### src/rtl/arbiter_seq.sv
// arbiter_seq: byte-stream micro-sequencer feeding the bus arbiter.
// Accepts one instruction byte per valid/ready transfer. Loads take a
// following operand byte into reg_0 or reg_3. Routes drive arbiter_order
// and hold arbiter_sel high for field+1 cycles.
// Ports:
//   clk, rst         clock, synchronous active-high reset
//   inst_in          instruction/operand byte
//   inst_valid       inst_in valid
//   inst_ready       sequencer can accept inst_in (from state only)
//   reg_0, reg_3     source registers to arbiter
//   arbiter_order    arbiter source select
//   arbiter_sel      arbiter output enable
//   route_done       high on the final cycle of a route hold
//   busy             high whenever not idle
module arbiter_seq #(
  parameter int unsigned DW     = 8,
  parameter int unsigned HOLD_W = 3
) (
  input  logic          clk,
  input  logic          rst,
  input  logic [7:0]    inst_in,
  input  logic          inst_valid,
  output logic          inst_ready,
  output logic [DW-1:0] reg_0,
  output logic [DW-1:0] reg_3,
  output logic [2:0]    arbiter_order,
  output logic          arbiter_sel,
  output logic          route_done,
  output logic          busy
);

  localparam logic [1:0] OP_LOAD0 = 2'b00;
  localparam logic [1:0] OP_LOAD3 = 2'b01;
  localparam logic [1:0] OP_ROUTE = 2'b10;
  localparam logic [1:0] OP_NOP   = 2'b11;

  typedef enum logic [1:0] {
    ST_IDLE    = 2'd0,
    ST_OPERAND = 2'd1,
    ST_ROUTE   = 2'd2
  } state_e;

  state_e              state_q, state_d;
  logic [DW-1:0]       reg_0_q, reg_0_d;
  logic [DW-1:0]       reg_3_q, reg_3_d;
  logic [2:0]          order_q, order_d;
  logic                sel_q, sel_d;
  logic [HOLD_W-1:0]   cnt_q, cnt_d;
  logic                tgt_q, tgt_d;   // 0: reg_0, 1: reg_3
  logic                xfer;

  // State register and datapath flops
  always_ff @(posedge clk) begin
    if (rst) begin
      state_q <= ST_IDLE;
      reg_0_q <= '0;
      reg_3_q <= '0;
      order_q <= '0;
      sel_q   <= 1'b0;
      cnt_q   <= '0;
      tgt_q   <= 1'b0;
    end else begin
      state_q <= state_d;
      reg_0_q <= reg_0_d;
      reg_3_q <= reg_3_d;
      order_q <= order_d;
      sel_q   <= sel_d;
      cnt_q   <= cnt_d;
      tgt_q   <= tgt_d;
    end
  end

  // Ready depends on state alone so the producer never sees a comb path from valid
  assign inst_ready = (state_q == ST_IDLE) || (state_q == ST_OPERAND);
  assign xfer       = inst_valid & inst_ready;

  // Next-state and datapath update
  always_comb begin
    state_d = state_q;
    reg_0_d = reg_0_q;
    reg_3_d = reg_3_q;
    order_d = order_q;
    sel_d   = sel_q;
    cnt_d   = cnt_q;
    tgt_d   = tgt_q;
    case (state_q)
      ST_IDLE: begin
        if (xfer) begin
          case (inst_in[7:6])
            OP_LOAD0: begin
              state_d = ST_OPERAND;
              tgt_d   = 1'b0;
            end
            OP_LOAD3: begin
              state_d = ST_OPERAND;
              tgt_d   = 1'b1;
            end
            OP_ROUTE: begin
              state_d = ST_ROUTE;
              order_d = inst_in[2:0];
              sel_d   = 1'b1;
              cnt_d   = HOLD_W'(inst_in[5:3]);
            end
            OP_NOP: begin
              sel_d = 1'b0;
            end
          endcase
        end
      end
      ST_OPERAND: begin
        // Operand byte is taken whole; its top bits are not an opcode here
        if (xfer) begin
          if (tgt_q) reg_3_d = DW'(inst_in);
          else       reg_0_d = DW'(inst_in);
          state_d = ST_IDLE;
        end
      end
      ST_ROUTE: begin
        if (cnt_q != '0) begin
          cnt_d = cnt_q - HOLD_W'(1);
        end else begin
          sel_d   = 1'b0;
          state_d = ST_IDLE;
        end
      end
      default: begin
        state_d = ST_IDLE;
        sel_d   = 1'b0;
      end
    endcase
  end

  assign reg_0         = reg_0_q;
  assign reg_3         = reg_3_q;
  assign arbiter_order = order_q;
  assign arbiter_sel   = sel_q;
  assign route_done    = (state_q == ST_ROUTE) && (cnt_q == '0);
  assign busy          = (state_q != ST_IDLE);

endmodule

### config.mk
export PLATFORM = sky130hd
export DESIGN_NAME = arbiter_seq
export DESIGN_NICKNAME = d
export VERILOG_FILES = /design/src/rtl/arbiter_seq.sv
export SDC_FILE = /design/constraint.sdc
export NUM_CORES = 1
export LEC_CHECK = 0
export CAP_MARGIN = 20
export CORE_AREA = 2 2 51 53
export CTS_CLUSTER_DIAMETER = 40
export CTS_CLUSTER_SIZE = 20
export DETAILED_ROUTE_END_ITERATION = 10
export DIE_AREA = 0 0 53 55
export PLACE_DENSITY = 0.8
export SKIP_LAST_GASP = 1
export SLEW_MARGIN = 20
export SYNTH_ARGS = -nofsm -noshare
export SYNTH_HDL_FRONTEND = slang
export SYNTH_SLANG_ARGS = --single-unit
### constraint.sdc
create_clock -name clk -period 4 [get_ports clk]
set_clock_uncertainty 0.1 [all_clocks]
set_input_delay 0.6 -clock clk [delete_from_list [all_inputs] [get_ports clk]]
set_output_delay 0.6 -clock clk [all_outputs]
set_load 0.05 [all_outputs]
==> results of run 1 <==
## worst max path at each step
stage / cells past startpoint / slack (ns) / to
after floorplan: 3 / 1.95 / route_done
after global placement: 5 / 1.69 / route_done
after detailed placement: 5 / 1.65 / route_done
after CTS: 5 / 1.28 / route_done
after global routing: 5 / 1.18 / route_done
final: 5 / 1.29 / route_done
## per-layer routing
metal  vias to the layer above  share of wire  wire length (µm)
met5                         -              0                 0
met1                       451           0.44              1100
met2                        23           0.49              1220
met3                         5          0.053               133
met4                         0          0.022                55
li1                        466              -                 -
## synthesized netlist by cell type (all sizes together), types with 2 or more instances
master	count	area (µm²)
ha	2	25.0
mux2i	15	150
nand2b	3	26.3
a21oi	10	50.1
nor2	18	67.6
nand2	18	67.6
clkbuf	3	11.3
inv	4	15.0
a211o	2	17.5
nand3	3	15.0
nor2b	2	12.5
nor3	2	10.0
dfxtp	26	521
buf	4	20.0
## flip-flops by register name (all words and copies together) (netlist names)
register and count:
arbiter_order 3, arbiter_sel 1, tgt_q 1, state_q 2, cnt_q 3, reg_3 8, reg_0 8
## power by group
| group | internal (mW) | total, mW | switching (mW) |
|---|---|---|---|
| registers | 0.266 | 0.272 | 0.00605 |
| logic | 0.0336 | 0.0803 | 0.0467 |
| clock network | 0.0557 | 0.133 | 0.0777 |
| total | 0.355 | 0.486 | 0.130 |
## critical path, cell delays in order (launching register included)
cell and delay, ns:
sky130_fd_sc_hd__dfxtp_1 0.33, sky130_fd_sc_hd__inv_1 0.12, sky130_fd_sc_hd__ha_1 0.19, sky130_fd_sc_hd__nand2b_1 0.14
sky130_fd_sc_hd__nor2_1 0.12, sky130_fd_sc_hd__clkdlybuf4s50_1 0.80
## kinds of logic after synthesis
| kind of cell | after synthesis | synth area share |
|---|---|---|
| mux | 15 | 0.137 |
| fa+ha+maj | 2 | 0.0227 |
| xor+xnor | 1 | 0.00797 |
| simple gates | 52 | 0.234 |
| compound gates | 15 | 0.0831 |
| flops | 26 | 0.473 |
| buf+inv | 11 | 0.0421 |
## area by class of cell
cell class / instances / area, µm² / share of cell area
sequential: 26 / 520 / 0.352
inverter: 4 / 15.0 / 0.0101
tap: 30 / 37.5 / 0.0254
multi-input combinational: 85 / 533 / 0.360
clock buffer: 4 / 36.3 / 0.0245
timing repair buffer: 34 / 338 / 0.228
## per-stage QoR
stage	power (mW)	setup slack, ns
2_1_floorplan	0.327	1.95
3_3_place_gp	0.356	1.69
3_5_place_dp	0.358	1.65
5_1_grt	0.511	1.18
4_1_cts	0.490	1.28
6_report	0.486	1.29
==> qor.yml, run 1 <==
status: "completed"
layout_commonest_cell: "sky130_fd_sc_hd__clkdlybuf4s50_1"
synth_cell_type_count: 25
ioPinCount: 34
vdd_drop_max_uv: 254
post_dp_cell_area_mm2: 0.00144
die_w_um: 53
drt_first_iter_violations: 8
floorplan.rows: 18
worstHoldPathCells: 2
timing.reg2reg.worst_path_depth: 4
max_cap_violations: 0
crit_path_start: "cnt_q[0]"
cts_h_tree_lvls: 1
final_routed_wire_length_divided_by_cell_count_um: 13.7
grtUsageMet3: 0.0484
syn_area_mm2: 0.00110
cts_tree: "yes"
cts.reportedPaths.clkPinSlew_ns: 0.13
hold_viol: 0
setup.reg_to_reg.worst_slack_ns: 2.33
maximum_number_of_pins_on_one_net_before_global_route_repair: 28
power.leakage_nw: 0.529
fin_hold_ws_ns: 0.367
antenna_found_initial: 0
async_flop_share: 0
max_freq_ghz: 0.369
cts_hold_repair.buffers: 0
syn_inst: 122
fin_util: 0.626
drt_wl_total_um: 2510
drcViolationCount: 0
mappedNetlistNets: 135
grt_setup_unrepaired: "false"
power_density_mw_per_mm2: 328
numCtsBuffers: 3
post_layout_nets: 167
syn2layout_area_growth_pct: 34.6
slew_viol_final: 0
r2r_start: "state_q[1]"
cts.sink_count: 26
syn-mean-instance-area_um2: 9.01
final.min_clock_period_ns: 2.71
dp.final_hpwl_um: 1850
sequential_fraction_of_the_synthesis_area: 0.473
totalNegativeSetupSlack_ns: 0
fillerInstances: 215
timing.hold.worst.class: "reg2reg"
die_h_um: 55
clock_path_buffers: 2
setup_viol_count_final: 0
drtPass1Iterations: 4
final_design_area_no_fill_mm2: 0.00148
grt_remaining_overflow: 0
grt_busiest_layer: "met2"
gp_routability_congestion: 0.834
clk-insertion-delay-late_ns: 0.32
fp.dieArea_mm2: 0.00292
top_library_cells_by_usage_in_the_layout_fill_and_taps_aside: "sky130_fd_sc_hd__clkdlybuf4s50_1 (33), sky130_fd_sc_hd__dfxtp_1 (26), sky130_fd_sc_hd__nor2_1 (18), sky130_fd_sc_hd__nand2_1 (18), sky130_fd_sc_hd__mux2i_1 (15)"
instances_no_fill: 183
worstPathArrival_ns: 2.01
critPathRequiredTime_ns: 3.30
vias_per_cell: 5.16
critical_path.startpoint_type: "register"
groute.usage.overall: 0.194
grt_pass1_wl_um: 3960
r2r-end: "cnt_q[2]"
tightestPinTransition_ns: 0.950
synth-edff-count: 0
place.detailed.instances: 179
timing.max_slew.rel_slack: 0.365
worstSetupPathType: "reg2out"
diodes: 0
io_buffers: 33
post-cts-setup-buffers: 0
cts_repair_resize_count: 0
floorplan.core_area_mm2: 0.00236
layout-drive-gt1-share: 0.0523
antenna_violating_nets_post_route: 0
initial_utilization: 0.465
globalRouteMet2Util: 0.319
whs_endpoint: "reg_3[0]"
cts_root_buf: "sky130_fd_sc_hd__clkbuf_4"
register_bit_count_reported_by_yosys: 26
synth_top_flop_cell: "sky130_fd_sc_hd__dfxtp_1"
globalRouteMet1Util: 0.229
vias_in_the_first_global_route: 868
synth.yosys.warnings: 0
timing.final.crit_share: 0.677
crit_fanout: 5
timing.critical_path.to_type: "output pin"
holdCritStartpoint: "reg_3[0]"
via_count: 945
No activity file was read; power rests on OpenSTA's default activity.
==> inputs of run 2 (changes only) <==
CORE_AREA = 2 2 53 55   (was 2 2 51 53)
DIE_AREA = 0 0 55 57   (was 0 0 53 55)
PLACE_DENSITY = 0.75   (was 0.8)
clock period = 2.7 ns   (was 4 ns; I/O delays follow)
==> run 2 against run 1 <==
Net effect:
- cell area grew 0.17%
- count of clock-buffer cells in the layout shrank 1
- sequential power grew 48%
- largest cell class unchanged
- largest power group unchanged
==> qor.yml, run 2 (synthesis gave the netlist of run 1 again) <==
cts_h_tree_lvls: 1
post_layout_nets: 169
drtPass1Iterations: 3
numCtsBuffers: 3
fp.dieArea_mm2: 0.00314
grt_setup_unrepaired: "false"
max_cap_violations: 0
ioPinCount: 34
vias_per_cell: 4.98
power_density_mw_per_mm2: 458
fillerInstances: 248
totalNegativeSetupSlack_ns: 0
fin_util: 0.567
drt_wl_total_um: 2340
timing.critical_path.buf_inv: 2
final_routed_wire_length_divided_by_cell_count_um: 12.6
cts_root_buf: "sky130_fd_sc_hd__clkbuf_4"
dp.final_hpwl_um: 1780
timing.critical_path.to_type: "output pin"
r2r_start: "state_q[1]"
register_area_um2: 520
cts_hold_repair.buffers: 0
r2r-end: "cnt_q[2]"
crit_fanout: 5
worst_path_dominant_cell_family: "buffers and inverters"
groute.usage.overall: 0.170
floorplan.rows: 19
crit_path_max_incr_delay_ns: 0.80
setup_viol_count_final: 0
io_buffers: 33
critical_path.startpoint_type: "register"
max_freq_ghz: 0.405
initial_utilization: 0.421
clock_path_buffers: 2
via_count: 922
final.min_clock_period_ns: 2.47
setup.reg_to_reg.worst_slack_ns: 1.06
die_h_um: 57
grt_pass1_wl_um: 3890
antenna_found_initial: 0
critical_path.cell_chain: "inv_1 -> ha_1 -> nand2b_1 -> nor2_1 -> clkdlybuf4s50_1"
timing.reg2reg.worst_path_depth: 4
vias_in_the_first_global_route: 904
vdd_drop_max_uv: 457
post-cts-setup-buffers: 0
diodes: 0
antenna_violating_nets_post_route: 0
critPathRequiredTime_ns: 2.19
drt_first_iter_violations: 8
gp_routability_congestion: 0.801
timing.max_slew.rel_slack: 0.634
layout-drive-gt1-share: 0.0584
hold_viol: 0
layout_commonest_cell: "sky130_fd_sc_hd__clkdlybuf4s50_1"
timing.hold.worst.class: "reg2reg"
cp_num_cells: 5
slew_viol_final: 0
syn2layout_area_growth_pct: 34.8
grt_remaining_overflow: 0
die_w_um: 55
cts_tree: "yes"
holdCritStartpoint: "reg_3[1]"
tightestPinTransition_ns: 0.547
worstHoldPathCells: 2
status: "completed"
cts_repair_resize_count: 0
timing.final.crit_share: 0.916
cts.sink_count: 26
top_library_cells_by_usage_in_the_layout_fill_and_taps_aside: "sky130_fd_sc_hd__clkdlybuf4s50_1 (33), sky130_fd_sc_hd__dfxtp_1 (26), sky130_fd_sc_hd__nor2_1 (18), sky130_fd_sc_hd__nand2_1 (18), sky130_fd_sc_hd__mux2i_1 (15)"
clk-insertion-delay-late_ns: 0.31
floorplan.core_area_mm2: 0.00262
maximum_number_of_pins_on_one_net_before_global_route_repair: 17
power.leakage_nw: 0.532
whs_endpoint: "reg_3[1]"
critical-path-slowest-cell: "sky130_fd_sc_hd__clkdlybuf4s50_1"
worstSetupPathType: "reg2out"
combined_area_of_the_multi_input_logic_cells_um2: 533
worstPathArrival_ns: 1.97
cts.reportedPaths.clkPinSlew_ns: 0.12
drcViolationCount: 0
-- run 2: final cells by class --
class	instances	share of cell area
Clock buffer	3	0.0152
Inverter	4	0.0101
Timing Repair Buffer	36	0.238
Tap cell	31	0.0262
Sequential cell	26	0.351
Multi-Input combinational cell	85	0.359
-- run 2: worst max-delay path by stage --
stage / startpoint / endpoint / slack (ns)
floorplan: state_q[0] / route_done / 0.85
global placement: inst_valid / reg_0[7] / 0.57
detailed placement: inst_valid / cnt_q[2] / 0.53
CTS: cnt_q[0] / route_done / 0.21
global route: cnt_q[0] / route_done / 0.10
finish: cnt_q[0] / route_done / 0.23
-- run 2: layer usage --
| metal | vias to the layer above | track usage | wire length [µm] |
|---|---|---|---|
| met5 | - | 0 | 0 |
| met3 | 5 | 0.0366 | 116 |
| met4 | 0 | 0.0767 | 45 |
| met1 | 424 | 0.223 | 1120 |
| li1 | 470 | - | - |
| met2 | 23 | 0.262 | 1050 |
-- run 2: per-stage QoR --
step | power (mW) | hold WS, ns | setup WS (ns) | area, µm² | std cells
after floorplan | 0.485 | 0.352 | 0.850 | 1100 | 122
after global placement | 0.529 | 0.348 | 0.569 | 1460 | 182
after detailed placement | 0.531 | 0.349 | 0.530 | 1460 | 182
after CTS | 0.689 | 0.366 | 0.209 | 1480 | 185
after global routing | 0.713 | 0.381 | 0.104 | 1480 | 185
final | 0.679 | 0.362 | 0.228 | 1480 | 185
-- run 2: worst register-to-register path, cell delays in order, from the launching register on --
cell and delay (ns):
sky130_fd_sc_hd__dfxtp_1 0.44, sky130_fd_sc_hd__nor2b_1 0.45, sky130_fd_sc_hd__nor2_1 0.08, sky130_fd_sc_hd__a221oi_1 0.34, sky130_fd_sc_hd__o31a_1 0.18
-- run 2: report_power, final --
part | internal [mW] | total, mW | switching (mW)
sequential | 0.394 | 0.403 | 0.00885
clock | 0.0522 | 0.157 | 0.105
combinational | 0.0513 | 0.119 | 0.0680
==> inputs of run 3 (changes only) <==
MAX_ROUTING_LAYER = met4   (was not set)
==> run 3 against run 2 <==
Net effect:
- global-route usage rose by 0.49 points
- worst setup slack stayed put
- register-to-register slack hardly changed
- first-iteration DRC count stayed put
- count of clock-buffer cells in the layout stayed put
- cell count unchanged
- worst hold slack unchanged
- die area stayed put
- highest routed layer unchanged
==> qor.yml, run 3 (synthesis gave the netlist of run 1 again) <==
cts.reportedPaths.clkPinSlew_ns: 0.12
diodes: 0
layout-drive-gt1-share: 0.0584
critical_path.cell_chain: "inv_1 -> ha_1 -> nand2b_1 -> nor2_1 -> clkdlybuf4s50_1"
vias_in_the_first_global_route: 904
ioPinCount: 34
totalNegativeSetupSlack_ns: 0
worst_path_dominant_cell_family: "buffers and inverters"
instances_no_fill: 185
worstPathArrival_ns: 1.97
setup_viol_count_final: 0
maximum_number_of_pins_on_one_net_before_global_route_repair: 17
grt_remaining_overflow: 0
seq_power_share: 0.593
initial_utilization: 0.421
cts_hold_repair.buffers: 0
share_comb_of_total_power: 0.176
antenna_violating_nets_post_route: 0
post-cts-setup-buffers: 0
crit_path_max_incr_delay_ns: 0.80
timing.hold.worst.class: "reg2reg"
final_routed_wire_length_divided_by_cell_count_um: 12.6
die_h_um: 57
hold_viol: 0
tightestPinTransition_ns: 0.547
fp.dieArea_mm2: 0.00314
power.switching_fraction: 0.268
worstSetupPathType: "reg2out"
gp_routability_congestion: 0.813
vdd_drop_max_uv: 457
clockPowerShare: 0.232
dp.final_hpwl_um: 1780
numCtsBuffers: 3
io_buffers: 33
timing.critical_path.to_type: "output pin"
grt_setup_unrepaired: "false"
place.detailed.instances: 182
critical_path.startpoint_type: "register"
crit_fanout: 5
cts_tree: "yes"
drt_first_iter_violations: 8
status: "completed"
max_freq_ghz: 0.405
drcViolationCount: 0
clk-insertion-delay-late_ns: 0.31
layout_commonest_cell: "sky130_fd_sc_hd__clkdlybuf4s50_1"
cts_repair_resize_count: 0
cts_h_tree_lvls: 1
timing.max_slew.rel_slack: 0.634
post_layout_nets: 169
vias_per_cell: 4.98
power.leakage_nw: 0.532
final.min_clock_period_ns: 2.47
max_cap_violations: 0
drtPass1Iterations: 3
via_count: 922
timing.critical_path.buf_inv: 2
drt_wl_total_um: 2340
antenna_found_initial: 0
p_int_uw: 497
syn2layout_area_growth_pct: 34.8
groute.usage.overall: 0.174
top_library_cells_by_usage_in_the_layout_fill_and_taps_aside: "sky130_fd_sc_hd__clkdlybuf4s50_1 (33), sky130_fd_sc_hd__dfxtp_1 (26), sky130_fd_sc_hd__nor2_1 (18), sky130_fd_sc_hd__nand2_1 (18), sky130_fd_sc_hd__mux2i_1 (15)"
floorplan.core_area_mm2: 0.00262
fillerInstances: 248
power.switching_uw: 182
power_density_mw_per_mm2: 458
floorplan.rows: 19
cts_root_buf: "sky130_fd_sc_hd__clkbuf_4"
clock_path_buffers: 2
critPathRequiredTime_ns: 2.19
timing.final.crit_share: 0.916
grt_pass1_wl_um: 3890
die_w_um: 55
critical-path-slowest-cell: "sky130_fd_sc_hd__clkdlybuf4s50_1"
slew_viol_final: 0
cts.sink_count: 26
-- run 3: cell counts in the layout (fill, tap and decap cells not counted) --
Identical to the previous run, type by type.
-- run 3: final cells by class --
class | instances | area [µm²] | area share
Multi-Input combinational cell | 85 | 533 | 0.359
Tap cell | 31 | 38.8 | 0.0262
Inverter | 4 | 15.0 | 0.0101
Sequential cell | 26 | 520 | 0.351
Timing Repair Buffer | 36 | 353 | 0.238
Clock buffer | 3 | 22.5 | 0.0152
-- run 3: final timing paths --
check | depth (start not counted) | from | slack (ns) | endpoint
worst min register to register | 2 | reg_3[1] | 0.36 | reg_3[1]
worst max register to register | 4 | state_q[1] | 1.06 | cnt_q[2]
worst min-delay path | 2 | reg_3[1] | 0.36 | reg_3[1]
worst max-delay path | 5 | cnt_q[0] | 0.23 | route_done
-- run 3: metrics by stage --
stage / area, µm² / util / hold slack (ns) / setup WS [ns] / power, mW
2_1_floorplan: 1100 / - / 0.352 / 0.850 / 0.485
6_report: 1480 / 0.567 / 0.362 / 0.228 / 0.679
3_5_place_dp: 1460 / 0.558 / 0.349 / 0.530 / 0.531
5_1_grt: 1480 / 0.567 / 0.381 / 0.104 / 0.713
4_1_cts: 1480 / 0.567 / 0.366 / 0.209 / 0.689
3_3_place_gp: 1460 / 0.558 / 0.348 / 0.569 / 0.529
-- run 3: per-layer routing --
metal | track usage | vias up | part of all wire
li1 | - | 470 | -
met1 | 0.228 | 424 | 0.49
met2 | 0.262 | 23 | 0.45
met3 | 0.0288 | 5 | 0.041
met4 | 0.0767 | 0 | 0.019
met5 | - | - | 0
-- run 3: worst register-to-register path: cells and delay by family, from the launching register on --
kind	cells	cell delay [ns]
DFF	1	0.44
and+or+nand+nor	2	0.53
AOI/OAI and AO/OA	2	0.52
-- run 3: power by group through the flow --
stage / clock network, mW / registers [mW] / logic (mW)
detailed placement: 0 / 0.411 / 0.120
global route: 0.180 / 0.405 / 0.128
CTS: 0.166 / 0.403 / 0.121
global placement: 0 / 0.411 / 0.118
floorplan: 0 / 0.428 / 0.0570
finish: 0.157 / 0.403 / 0.119
